### config.mk
export PLATFORM = sky130hd
export DESIGN_NAME = packet_snooper
export DESIGN_NICKNAME = d
export VERILOG_FILES = /design/src/rtl/packet_snooper_pkg.sv /design/src/rtl/packet_snooper.sv
export SDC_FILE = /design/constraint.sdc
export NUM_CORES = 1
export LEC_CHECK = 0
export BUFFER_PORTS_ARGS = -buffer_cell sky130_fd_sc_hd__buf_2
export CAP_MARGIN = 20
export CORE_ASPECT_RATIO = 2
export CORE_UTILIZATION = 55
export CTS_CLUSTER_DIAMETER = 150
export DETAILED_ROUTE_END_ITERATION = 8
export MAX_ROUTING_LAYER = met4
export PLACE_DENSITY = 0.82
export SLEW_MARGIN = 20
export SYNTH_ARGS = -nofsm -noshare
export SYNTH_HDL_FRONTEND = slang
export SYNTH_SLANG_ARGS = --single-unit
### constraint.sdc
create_clock -name clk -period 4.3 [get_ports clk]
set_input_delay 0.43 -clock clk [delete_from_list [all_inputs] [get_ports clk]]
set_output_delay 0.43 -clock clk [all_outputs]
set_load 0.01 [all_outputs]
### src/rtl/packet_snooper_pkg.sv
// Shared types and constants for the packet snooper: FSM state encoding and word byte count.
package packet_snooper_pkg;

  typedef enum logic [1:0] {
    IDLE  = 2'd0,
    WRITE = 2'd1,
    DRAIN = 2'd2,
    DONE  = 2'd3
  } state_e;

  localparam int unsigned BYTES_PER_WORD = 4;

endpackage : packet_snooper_pkg

### src/rtl/packet_snooper.sv
// Streams one granted packet into a packet RAM, swallowing overflow, and reports its byte length.
// Optional PACKET_SNOOPER_TKEEP_EN adds s_tkeep so the final beat may be partially filled.
module packet_snooper
  import packet_snooper_pkg::*;
#(
  parameter int unsigned ADDR_WIDTH = 10,
  parameter int unsigned DATA_WIDTH = BYTES_PER_WORD * 8
) (
  input  logic                    clk,
  input  logic                    rst_n,
  input  logic [DATA_WIDTH-1:0]   s_tdata,
  input  logic                    s_tvalid,
  input  logic                    s_tlast,
`ifdef PACKET_SNOOPER_TKEEP_EN
  input  logic [DATA_WIDTH/8-1:0] s_tkeep,
`endif
  output logic                    s_tready,
  input  logic                    buf_grant,
  output logic [ADDR_WIDTH-1:0]   wr_addr,
  output logic [DATA_WIDTH-1:0]   wr_data,
  output logic                    wr_en,
  output logic                    len_rst,
  output logic                    done,
  output logic [31:0]             pkt_len,
  output logic                    trunc
);

  localparam logic [31:0]           WORD_BYTES = 32'(DATA_WIDTH / 8);
  localparam logic [ADDR_WIDTH-1:0] LAST_ADDR  = '1;

  state_e                  state_q, state_d;
  logic [ADDR_WIDTH-1:0]   cnt_q, cnt_d;
  logic                    wr_en_q, wr_en_d;
  logic [ADDR_WIDTH-1:0]   wr_addr_q, wr_addr_d;
  logic [DATA_WIDTH-1:0]   wr_data_q, wr_data_d;
  logic                    len_rst_q, len_rst_d;
  logic                    trunc_q, trunc_d;
  logic [31:0]             pkt_len_q, pkt_len_d;
  logic [31:0]             len_acc_q, len_acc_d;
  logic [31:0]             beat_bytes;
  logic [31:0]             beat_len;

`ifdef PACKET_SNOOPER_TKEEP_EN
  always_comb begin
    beat_bytes = '0;
    for (int i = 0; i < int'(DATA_WIDTH / 8); i++) begin
      beat_bytes = beat_bytes + 32'(s_tkeep[i]);
    end
  end
`else
  assign beat_bytes = WORD_BYTES;
`endif

  // Length if the current beat were the last stored one: full words before it plus its own bytes.
  assign beat_len = 32'(cnt_q) * WORD_BYTES + beat_bytes;

  // NOTE: every signal driven here gets a default first, so no path leaves one unassigned (no latches).
  always_comb begin
    state_d   = state_q;
    cnt_d     = cnt_q;
    wr_en_d   = 1'b0;
    wr_addr_d = wr_addr_q;
    wr_data_d = wr_data_q;
    len_rst_d = 1'b0;
    trunc_d   = trunc_q;
    pkt_len_d = pkt_len_q;
    len_acc_d = len_acc_q;
    s_tready  = 1'b0;
    done      = 1'b0;

    unique case (state_q)
      IDLE: begin
        if (buf_grant) begin
          state_d   = WRITE;
          cnt_d     = '0;
          len_rst_d = 1'b1;
          trunc_d   = 1'b0;
          pkt_len_d = '0;
        end
      end

      WRITE: begin
        s_tready = 1'b1;
        if (s_tvalid) begin
          wr_en_d   = 1'b1;
          wr_addr_d = cnt_q;
          wr_data_d = s_tdata;
          len_acc_d = beat_len;
          if (s_tlast) begin
            state_d   = DONE;
            pkt_len_d = beat_len;
          end else if (cnt_q == LAST_ADDR) begin
            state_d = DRAIN;
            trunc_d = 1'b1;
          end else begin
            cnt_d = cnt_q + 1'b1;
          end
        end
      end

      // RAM is full: keep the stream moving but report only what was stored.
      DRAIN: begin
        s_tready = 1'b1;
        if (s_tvalid && s_tlast) begin
          state_d   = DONE;
          pkt_len_d = len_acc_q;
        end
      end

      DONE: begin
        done    = 1'b1;
        state_d = IDLE;
      end

      default: state_d = IDLE;
    endcase
  end

  // NOTE: state registers use non-blocking assignments so all of them update together on the edge.
  always_ff @(posedge clk or negedge rst_n) begin
    if (!rst_n) begin
      state_q   <= IDLE;
      cnt_q     <= '0;
      wr_en_q   <= 1'b0;
      wr_addr_q <= '0;
      wr_data_q <= '0;
      len_rst_q <= 1'b0;
      trunc_q   <= 1'b0;
      pkt_len_q <= '0;
      len_acc_q <= '0;
    end else begin
      state_q   <= state_d;
      cnt_q     <= cnt_d;
      wr_en_q   <= wr_en_d;
      wr_addr_q <= wr_addr_d;
      wr_data_q <= wr_data_d;
      len_rst_q <= len_rst_d;
      trunc_q   <= trunc_d;
      pkt_len_q <= pkt_len_d;
      len_acc_q <= len_acc_d;
    end
  end

  assign wr_en   = wr_en_q;
  assign wr_addr = wr_addr_q;
  assign wr_data = wr_data_q;
  assign len_rst = len_rst_q;
  assign trunc   = trunc_q;
  assign pkt_len = pkt_len_q;

endmodule : packet_snooper

[Yosys cells after proc, flatten, opt, wreduce, memory -nomap -nowiden]
Cells that the tools add are included.
Storage, ports and cells
  logic and storage cells: 60
  flip-flop bits (word level): 121
  input port bits: 37
  RAM bits: 0
  ROM bits: 0
  latch bits: 0
  memories kept: 0
  output and inout port bits: 79
Cells by class
  bitwise gates (word level): 0
  magnitude comparators: 0
  div/mod/pow operators: 0
  reduce and logical (&&, ||, !) cells: 10
  $mul: 0
  shifts and indexed selects: 0
  add/sub/neg operators: 2
  eq/ne operators: 12
  mux-type cells: 27
Operators by type and width (count)
  $mux 32: 4
  $pmux 32 s3: 1
  $mux 10: 4
  $pmux 10 s2: 1
  $reduce_and 5->1: 3
  $ne 2x2->1 const B: 7
  $add 12x3->13 const B: 1
  $add 10x1->10 const B: 1
  $eq 10x10->1 const B: 1
  $mux 1: 10
  $mux 2: 5
  $pmux 2 s4: 1
  $eq 2x2->1 const B: 2
  $reduce_and 4->1: 1
  $ne 3x3->1 const B: 1
  $reduce_bool 3->1: 1
  $eq 2x1->1 const B: 1
  $logic_not 2->1: 1
  $pmux 1 s2: 1
  $reduce_and 2->1: 1
  $reduce_bool 2->1: 1
  $reduce_or 2->1: 1
  $logic_and 1x1->1: 1

[Logic depth before layout (Yosys ltp)]
Gate-level depths: netlist (run 1).
  depth in word-level cells: 5
  gate-level depth with buffers: 8
  depth with buffers taken out: 6

[Worst setup path after synthesis (run 1)]
No wires, ideal clock.
  path type: register -> register
  start point: register state_q[0]
  end point: register pkt_len_q[9] (netlist: pkt_len[9])
  data arrival time: 1.794 ns
  stages on the path, launching flop included: 9
  library setup time: 0.134 ns
  clock period less this slack: 1.928 ns
  setup slack: 2.372 ns
  cell sequence: dfrtp_1 inv_1 ha_1 buf_6 a21boi_1 or4_4 buf_6 o21ai_0 o211ai_1
On the way
  longest elaborated chain between the ends: 3
  elaborated cells on any way between the ends: 10
  classes of those cells: eq/ne (6); mux (1); reduce/logical (3)
RTL lines
  from (decl): RTL line packet_snooper.sv:31  | state_e state_q, state_d;
  from (signal assigned): RTL line packet_snooper.sv:132  | state_q <= state_d;
  $eq 2x1->1 (tied with other cells): RTL line packet_snooper.sv:71  | unique case (state_q)
  $ne 2x2->1 (no source line) / $reduce_bool 3->1 (equally long branches)
  $reduce_and 5->1 (no source line)
  to (signal assigned): RTL line packet_snooper.sv:139  | pkt_len_q <= pkt_len_d;
  to (decl): RTL line packet_snooper.sv:38  | logic [31:0] pkt_len_q, pkt_len_d;
Several ways; a longest one is shown, not always the timed one.
A chain may end at the register's enable or synchronous reset.

[Final worst setup path (run 1)]
  start point: register state_q[1]
  end point: register wr_data_q[0] (netlist: wr_data[0])
On the way
  longest elaborated chain between the ends: 2
RTL lines
  $eq 2x1->1: RTL line packet_snooper.sv:71
  $reduce_and 2->1 (no source line)
  to (signal assigned): RTL line packet_snooper.sv:136  | wr_data_q <= wr_data_d;
  to (decl): RTL line packet_snooper.sv:35  | logic [DATA_WIDTH-1:0] wr_data_q, wr_data_d;
No other way between the ends.

==> impl_metrics.ini, run 1 <==
[outcome]
status = completed

[synth]
yosysSeqAreaShare_pct = 53.70
ys_async_sr_fraction_pct = 100.0
synth_top_area_share_pct = 53.70
synthesis.area_um2 = 3681
ys_warn_count = 0
synthTopCellsByCount = 79 x dfrtp_1, 40 x mux2_2, 24 x nand2_1
synth-main-ff-cell = dfrtp_1
synth_area_leaders = dfrtp_1 54%, mux2_2 12%, buf_4 4.3%
synth_seq_cells = 79
syn_area_per_cell_um2 = 11.65
synth_edf_count = 0
yosysMostFrequentCell = dfrtp_1
synth_cells = 316
yosys.cell_types.count = 49
yosys.area.top_type = dfrtp_1

[critical_path]
cp_max_fo = 34
end_kind = flip-flop
cp-start-kind = flip-flop
cp_cell_sequence = inv_1 -> ha_1 -> nand2_1 -> buf_4 -> inv_2 -> mux2_2
critPathTopFamily = buffers and inverters
worst-setup-path-type = reg -> reg
cp.required_ns = 4.51
critPathBufInv = 3
cpMaxStageDelayCell = inv_2
cpPeakStageDelay_ns = 0.53
cp_data_arrival_time_ns = 2.63

[final_layout]
fillers = 517
multiInputGateArea_um2 = 1475
fin_cells = 491
finalInstanceArea_um2 = 4389
seqCellArea_um2 = 1977
layout-drive-gt1-share_pct = 39.75
diodes = 0
fin_nets = 444
syn_to_final_growth_pct = 19.24

[clock_network]
cts_resized = 0
clock_path_buffers = 2
cts_root_buf = clkbuf_16
cts_tree = built
h-tree-depth = 3
clock_sinks = 79
ctsHoldBuffers = 0
clk_latency_ns = 0.33
cts_buffers = 9
clk_pin_slew_ns = 0.05
cts_setup_buffers = 0

[timing]
slew_viol_final = 0
rsz0062_at_grt = false
worstMarginPinSlew_ns = 0.9733
slew_headroom_pct = 35.11
whs_ns = 0.2352
finalCriticalPeriod_ns = 2.418
skew_ns = 0.005491
fin_setup_tns_ns = 0
min_period_over_period_pct = 56.23
hold_viol = 0
fmax_ghz = 0.4136
setup_viol = 0

[power]
peakVddDrop_mv = 0.3855
p_per_area_nw_per_um2 = 678.1
leakagePower_nw = 2.158

[flow_run]
max_cap_violations = 0

[global_routing]
grt_pass1_vias = 2835
grt_remaining_overflow = 0
grt_usage_pct = 25.84
antenna_found_initial = 0
grt_max_degree = 80
grt_first_pass_wirelength_um = 13080

[floorplanning]
ios = 116
coreArea_um2 = 6361
die-area_um2 = 7044
die_x_um = 59.85
row_count = 41
initial_utilization_pct = 57.87
die_y_um = 117.7

[drt]
drt_iter0_drc = 108
remaining_drc_errors = 0
routed_via_density = 5.621
dr_total_vias = 2760
ant_nets = 0
dr.pass1.iters = 4
route.final.wire_length_um = 8068
avgRoutedWirePerCell_um = 16.43

[min_path]
hold_class = in -> async

[placement]
hpwl_um = 5826
place.gp.congestion = 0.9063
io_buffers = 94
placed_area_um2 = 4078
placed_cells = 477
[area by class of cell]
class | instances | area share [%]
Sequential cell | 79 | 45.04
Multi-Input combinational cell | 207 | 33.61
Timing Repair Buffer | 95 | 10.95
Clock buffer | 11 | 5.530
Tap cell | 86 | 2.452
Clock inverter | 3 | 1.568
Inverter | 10 | 0.8552
[per-layer routing]
layer,track usage [%],vias up,part of all wire (%)
li1,-,1252,-
met1,24.92,1370,33
met2,43.75,108,58
met3,5.824,30,4.6
met4,16.57,0,4.6
met5,-,-,0
[path summary, 6_finish.rpt]
kind | start | to | slack [ns] | depth (start not counted)
max in group asynchronous | rst_n | pkt_len[11] | 3.41 | 1
min reg2reg | wr_addr[3] | wr_addr[3] | 0.49 | 2
max reg2reg | state_q[1] | wr_data[0] | 1.88 | 6
max | state_q[1] | wr_data[0] | 1.88 | 6
min in group clk | s_tdata[6] | wr_data[6] | 0.33 | 2
min | rst_n | len_rst | 0.24 | 1
[where the power goes]
| part | switching (mW) | internal (mW) | total [mW] |
|---|---|---|---|
| Sequential | 0.136 | 0.974 | 1.11 |
| Combinational | 0.614 | 0.460 | 1.07 |
| Clock | 0.273 | 0.518 | 0.791 |
| Total | 1.02 | 1.95 | 2.98 |
[registers in the layout, summed over array words and instances (netlist names)]
| name | flops |
|---|---|
| wr_data | 32 |
| wr_addr | 10 |
| len_rst | 1 |
| pkt_len | 11 |
| cnt_q | 10 |
| wr_en | 1 |
| state_q | 2 |
| len_acc_q | 11 |
| trunc | 1 |
[metrics by stage]
| stage | worst slack (ns) | utilization (%) | power, mW |
|---|---|---|---|
| after global placement | 1.463 | 64.10 | 2.138 |
| final | 1.882 | 69.00 | 2.976 |
| after floorplan | 2.372 | - | 1.839 |
| after detailed placement | 1.327 | 64.10 | 2.185 |
| after CTS | 1.320 | 69.00 | 2.993 |
| after global routing | 1.686 | 69.00 | 3.130 |
[cell families (layout without fill, tap and decap cells)]
logic type	count (synthesis)	count (layout)	synth area share (%)
flops	79	79	53.71
xor+xnor	8	8	1.904
other cells	1	21	0.1019
mux	42	42	12.78
fa+ha+maj	5	5	1.700
compound gates	61	61	11.12
buf+inv	50	119	8.259
simple gates	70	70	10.44
[cell usage in the layout (no fill, tap or decap), types with 4 or more instances in the layout]
cell / netlist / routed
buf_2: 6 / 93
dfrtp_1: 79 / 79
mux2_2: 40 / 40
nand2_1: 24 / 24
o21ai_0: 23 / 23
conb_1: 1 / 21
nand3_1: 14 / 14
inv_1: 9 / 9
clkbuf_16: 0 / 9
o21ai_1: 7 / 7
nand4_1: 6 / 6
xnor2_1: 5 / 5
o211ai_1: 5 / 5
ha_1: 5 / 5
nor2_1: 4 / 4
a31oi_1: 4 / 4
Power figures use the tool's default switching activity.
==> run 2: changes to the inputs <==
--- a/config.mk
+++ b/config.mk
@@ -8,11 +8,11 @@
 export BUFFER_PORTS_ARGS = -buffer_cell sky130_fd_sc_hd__buf_2
 export CAP_MARGIN = 20
 export CORE_ASPECT_RATIO = 2
-export CORE_UTILIZATION = 55
+export CORE_UTILIZATION = 51
 export CTS_CLUSTER_DIAMETER = 150
 export DETAILED_ROUTE_END_ITERATION = 8
 export MAX_ROUTING_LAYER = met4
-export PLACE_DENSITY = 0.82
+export PLACE_DENSITY = 0.77
 export SLEW_MARGIN = 20
 export SYNTH_ARGS = -nofsm -noshare
 export SYNTH_HDL_FRONTEND = slang
==> constraint.sdc (replaced) <==
create_clock -name clk -period 2.4 [get_ports clk]
set_input_delay 0.24 -clock clk [delete_from_list [all_inputs] [get_ports clk]]
set_output_delay 0.24 -clock clk [all_outputs]
set_load 0.01 [all_outputs]
==> run 2 against run 1 <==
Worst setup slack lost 1.7 ns. Clock power grew 68%. Clock skew is 0.0014 ns higher. Fmax rose by 10%. Routed wire length grew 0.51%. Critical path depth unchanged. Combinational power rose by 83%.
==> impl_metrics.ini, run 2 (synthesized netlist as in run 1, its figures left out) <==
[power]
p_per_area_nw_per_um2 = 1193
power.total_mw = 5.266
leakagePower_nw = 2.169
peakVddDrop_mv = 0.7321

[final_layout]
diodes = 0
mostFrequentLayoutCell = buf_2
syn_to_final_growth_pct = 19.95
layout-drive-gt1-share_pct = 40.15
finalInstanceArea_um2 = 4415
largest_reg_flops = 32
fillers = 552
mostFrequentLayoutCells = 93 x buf_2, 79 x dfrtp_1, 40 x mux2_2, 24 x nand2_1, 23 x o21ai_0
fin_nets = 448

[timing]
skew_ns = 0.006876
hold_viol = 0
fin_setup_tns_ns = 0
setup_viol = 0
worstMarginPinSlew_ns = 0.9797
slew_headroom_pct = 34.69
rsz0062_at_grt = false
slew_viol_final = 0
finalCriticalPeriod_ns = 2.194
min_period_over_period_pct = 91.41
fmax_ghz = 0.4558

[clock_network]
cts_setup_buffers = 0
h-tree-depth = 3
cts_tree = built
cts_resized = 0
clk_latency_ns = 0.33
clock_path_buffers = 2
cts_buffers = 9
ctsHoldBuffers = 0
cts_root_buf = clkbuf_16
clock_sinks = 79
clk_pin_slew_ns = 0.06

[drt]
ant_nets = 0
drt_iter0_drc = 150
route.final.wire_length_um = 8109
remaining_drc_errors = 0
dr.pass1.iters = 6
avgRoutedWirePerCell_um = 16.19
routed_via_density = 5.475
dr_total_vias = 2743

[critical_path]
critPathBufInv = 1
rr_endpoint = pkt_len[6]
regToRegStartpoint = state_q[1]
end_kind = flip-flop
worst-r2r-cell-count = 6
cp_cell_sequence = inv_1 -> ha_1 -> nor2b_1 -> or4_4 -> nor2_1 -> a31o_2
cp-start-kind = flip-flop
worst-setup-path-type = reg -> reg
cpPeakStageDelay_ns = 0.57
cp_data_arrival_time_ns = 2.47
cp_max_fo = 15
r2r_slack_ns = 0.21
cpMaxStageDelayCell = or4_4
cp.required_ns = 2.67
critPathTopFamily = simple AND/OR/NAND/NOR gates

[placement]
hpwl_um = 6045
io_buffers = 94
placed_area_um2 = 4125
place.gp.congestion = 0.9110

[floorplanning]
row_count = 43
die-area_um2 = 7582
initial_utilization_pct = 53.04
die_x_um = 62.08
ios = 116
coreArea_um2 = 6940
die_y_um = 122.1

[global_routing]
grt_pass1_vias = 2758
grt_first_pass_wirelength_um = 12800
grt_remaining_overflow = 0
antenna_found_initial = 0
grt_usage_pct = 24.22
grt_max_degree = 80

[outcome]
status = completed

[flow_run]
max_cap_violations = 0

[min_path]
hold_class = in -> async
## run 2: worst max path at each step
stage / startpoint / to / slack [ns] / cells past startpoint
CTS: state_q[1] / pkt_len[6] / 0.24 / 6
global placement: state_q[1] / pkt_len[5] / 0.35 / 6
finish: state_q[1] / pkt_len[6] / 0.21 / 6
detailed placement: state_q[1] / pkt_len[6] / 0.26 / 6
floorplan: state_q[0] / pkt_len[9] / 0.47 / 8
global route: state_q[1] / cnt_q[5] / 0.09 / 6
## run 2: layout make-up
cell class              instances  area [µm²]  area share, %
repair buffers                 99       523.0          11.84
inverters                      10       37.54         0.8501
well taps                      90       112.6          2.550
flip-flops and latches         79        1977          44.77
clock inverters                 5       57.56          1.303
clock buffers                  11       232.7          5.271
multi-input cells             207        1475          33.41
## run 2: routing by layer
metal	vias up	wire, µm	global-route usage [%]
met5	-	0	-
met1	1351	2740	24.82
met2	107	4662	39.36
met4	0	349	15.42
met3	29	357	5.839
li1	1256	-	-
## run 2: metrics by stage
step	hold WS, ns	util (%)	instances	worst slack [ns]
6_report	0.06204	63.62	501	0.2062
5_1_grt	0.1227	63.62	501	0.08649
4_1_cts	0.1012	63.62	501	0.2418
3_5_place_dp	0.4642	59.44	485	0.2611
3_3_place_gp	0.4514	59.44	485	0.3461
2_1_floorplan	-0.05559	-	336	0.4717
## run 2: worst register-to-register path, stage by stage (launching register included)
cell and delay [ns]:
dfrtp_1 0.41, inv_1 0.11, ha_1 0.37, nor2b_1 0.26, or4_4 0.57, nor2_1 0.23
a31o_2 0.20
## run 2: power breakdown
group / switching, mW / leakage (nW) / internal (mW)
Sequential: 0.229 / 1.02 / 1.74
Clock: 0.521 / 0.144 / 0.807
Combinational: 1.09 / 1.00 / 0.873
Total: 1.84 / 2.17 / 3.42
==> run 3: changes to the inputs <==
--- a/config.mk
+++ b/config.mk
@@ -12,7 +12,8 @@
 export CTS_CLUSTER_DIAMETER = 150
 export DETAILED_ROUTE_END_ITERATION = 8
 export MAX_ROUTING_LAYER = met4
-export PLACE_DENSITY = 0.77
+export PLACE_DENSITY = 0.8
+export SKIP_LAST_GASP = 1
 export SLEW_MARGIN = 20
 export SYNTH_ARGS = -nofsm -noshare
 export SYNTH_HDL_FRONTEND = slang
==> run 3 against run 2 <==
Critical path depth did not move. Worst hold slack got worse by 0.0083 ns. Worst setup slack improved by 0.069 ns.
==> impl_metrics.ini, run 3 (synthesized netlist as in run 1, its figures left out) <==
[timing]
rsz0062_at_grt = false
skew_ns = 0.006768
setup_viol = 0
whs_ns = 0.05372
hold_viol = 0
slew_headroom_pct = 34.47
slew_viol_final = 0
fmax_ghz = 0.4706
min_period_over_period_pct = 88.54
worstMarginPinSlew_ns = 0.9829
finalCriticalPeriod_ns = 2.125
fin_setup_tns_ns = 0

[final_layout]
layout-drive-gt1-share_pct = 40.53
largest_reg_flops = 32
fin_nets = 449
diodes = 0
syn_to_final_growth_pct = 20.67
mostFrequentLayoutCells = 93 x buf_2, 79 x dfrtp_1, 40 x mux2_2, 24 x nand2_1, 23 x o21ai_0
mostFrequentLayoutCell = buf_2
fin_cells = 502

[clock_network]
cts_setup_buffers = 0
clk_latency_ns = 0.34
cts_resized = 0
cts_buffers = 9
clock_sinks = 79
cts_root_buf = clkbuf_16
cts_tree = built
clock_path_buffers = 2
clk_pin_slew_ns = 0.06
ctsHoldBuffers = 0
h-tree-depth = 3

[global_routing]
grt_max_degree = 80
grt_remaining_overflow = 0
grtUsageMet1_pct = 24.12
antenna_found_initial = 0
grt_first_pass_wirelength_um = 12680
grt_pass1_vias = 2820
grt_usage_pct = 24.04
grt-busiest-layer = met2
grtUsageMet3_pct = 5.839
met2_usage_pct = 39.49

[drt]
dr.pass1.iters = 4
ant_nets = 0
dr_total_vias = 2714
route.final.wire_length_um = 8165
avgRoutedWirePerCell_um = 16.26
routed_via_density = 5.406
remaining_drc_errors = 0
drt_iter0_drc = 98

[placement]
io_buffers = 94
place.gp.congestion = 0.8684
hpwl_um = 5996
placed_cells = 486

[outcome]
status = completed

[floorplanning]
coreArea_um2 = 6940
row_count = 43
ios = 116
die_y_um = 122.1
die_x_um = 62.08
initial_utilization_pct = 53.04
die-area_um2 = 7582

[critical_path]
cpMaxStageDelayCell = a21oi_1
cp_data_arrival_time_ns = 2.30
cp.required_ns = 2.58
cp_cell_sequence = inv_1 -> ha_1 -> and3b_1 -> o21ai_0 -> a21oi_1 -> o21ai_0
critPathBufInv = 1
cp-start-kind = flip-flop
cpPeakStageDelay_ns = 0.45
end_kind = flip-flop
cp_max_fo = 10
critPathTopFamily = compound AO/OA/AOI/OAI gates
crit_top_cell = o21ai_0
worst-setup-path-type = reg -> reg

[flow_run]
max_cap_violations = 0

[power]
power.total_mw = 5.354
leakagePower_nw = 2.184
peakVddDrop_mv = 0.8011
p_per_area_nw_per_um2 = 1205

[min_path]
hold_class = in -> async
==> run 3: path summary, 6_finish.rpt <==
| check | slack, ns | cells after the start | to | start |
|---|---|---|---|---|
| min reg2reg | 0.48 | 2 | wr_addr[0] | wr_addr[0] |
| min in group clk | 0.13 | 2 | wr_data[13] | s_tdata[13] |
| min | 0.05 | 1 | pkt_len[12] | rst_n |
| max reg2reg | 0.27 | 6 | cnt_q[0] | state_q[1] |
| max in group asynchronous | 1.70 | 1 | wr_data[7] | rst_n |
| max | 0.27 | 6 | cnt_q[0] | state_q[1] |
==> run 3: area by class of cell <==
type / instances / area, µm²
fill: 545 / 2499
clock inverter: 4 / 52.55
clock buffer: 12 / 256.5
sequential: 79 / 1977
inverter: 10 / 37.54
tap: 90 / 112.6
timing repair buffer: 100 / 530.5
multi-input combinational: 207 / 1475
==> run 3: where the power goes <==
| group | internal [mW] | switching [mW] | leakage (nW) |
|---|---|---|---|
| Sequential | 1.74 | 0.237 | 1.02 |
| Clock | 0.866 | 0.523 | 0.153 |
| Combinational | 0.882 | 1.10 | 1.01 |
| Total | 3.49 | 1.86 | 2.18 |
==> run 3: stage by stage <==
step	instance area [µm²]	setup WS, ns	utilization [%]
floorplan	3756	0.4717	-
global placement	4133	0.4211	59.55
detailed placement	4133	0.3257	59.55
CTS	4442	0.2987	64.00
global route	4442	0.1253	64.00
finish	4442	0.2749	64.00
==> run 3: per-layer routing <==
metal  up-vias  wire, µm
met5         -         0
met4         0       357
met3        30       342
met2       100      4694
met1      1320      2770
li1       1264         -
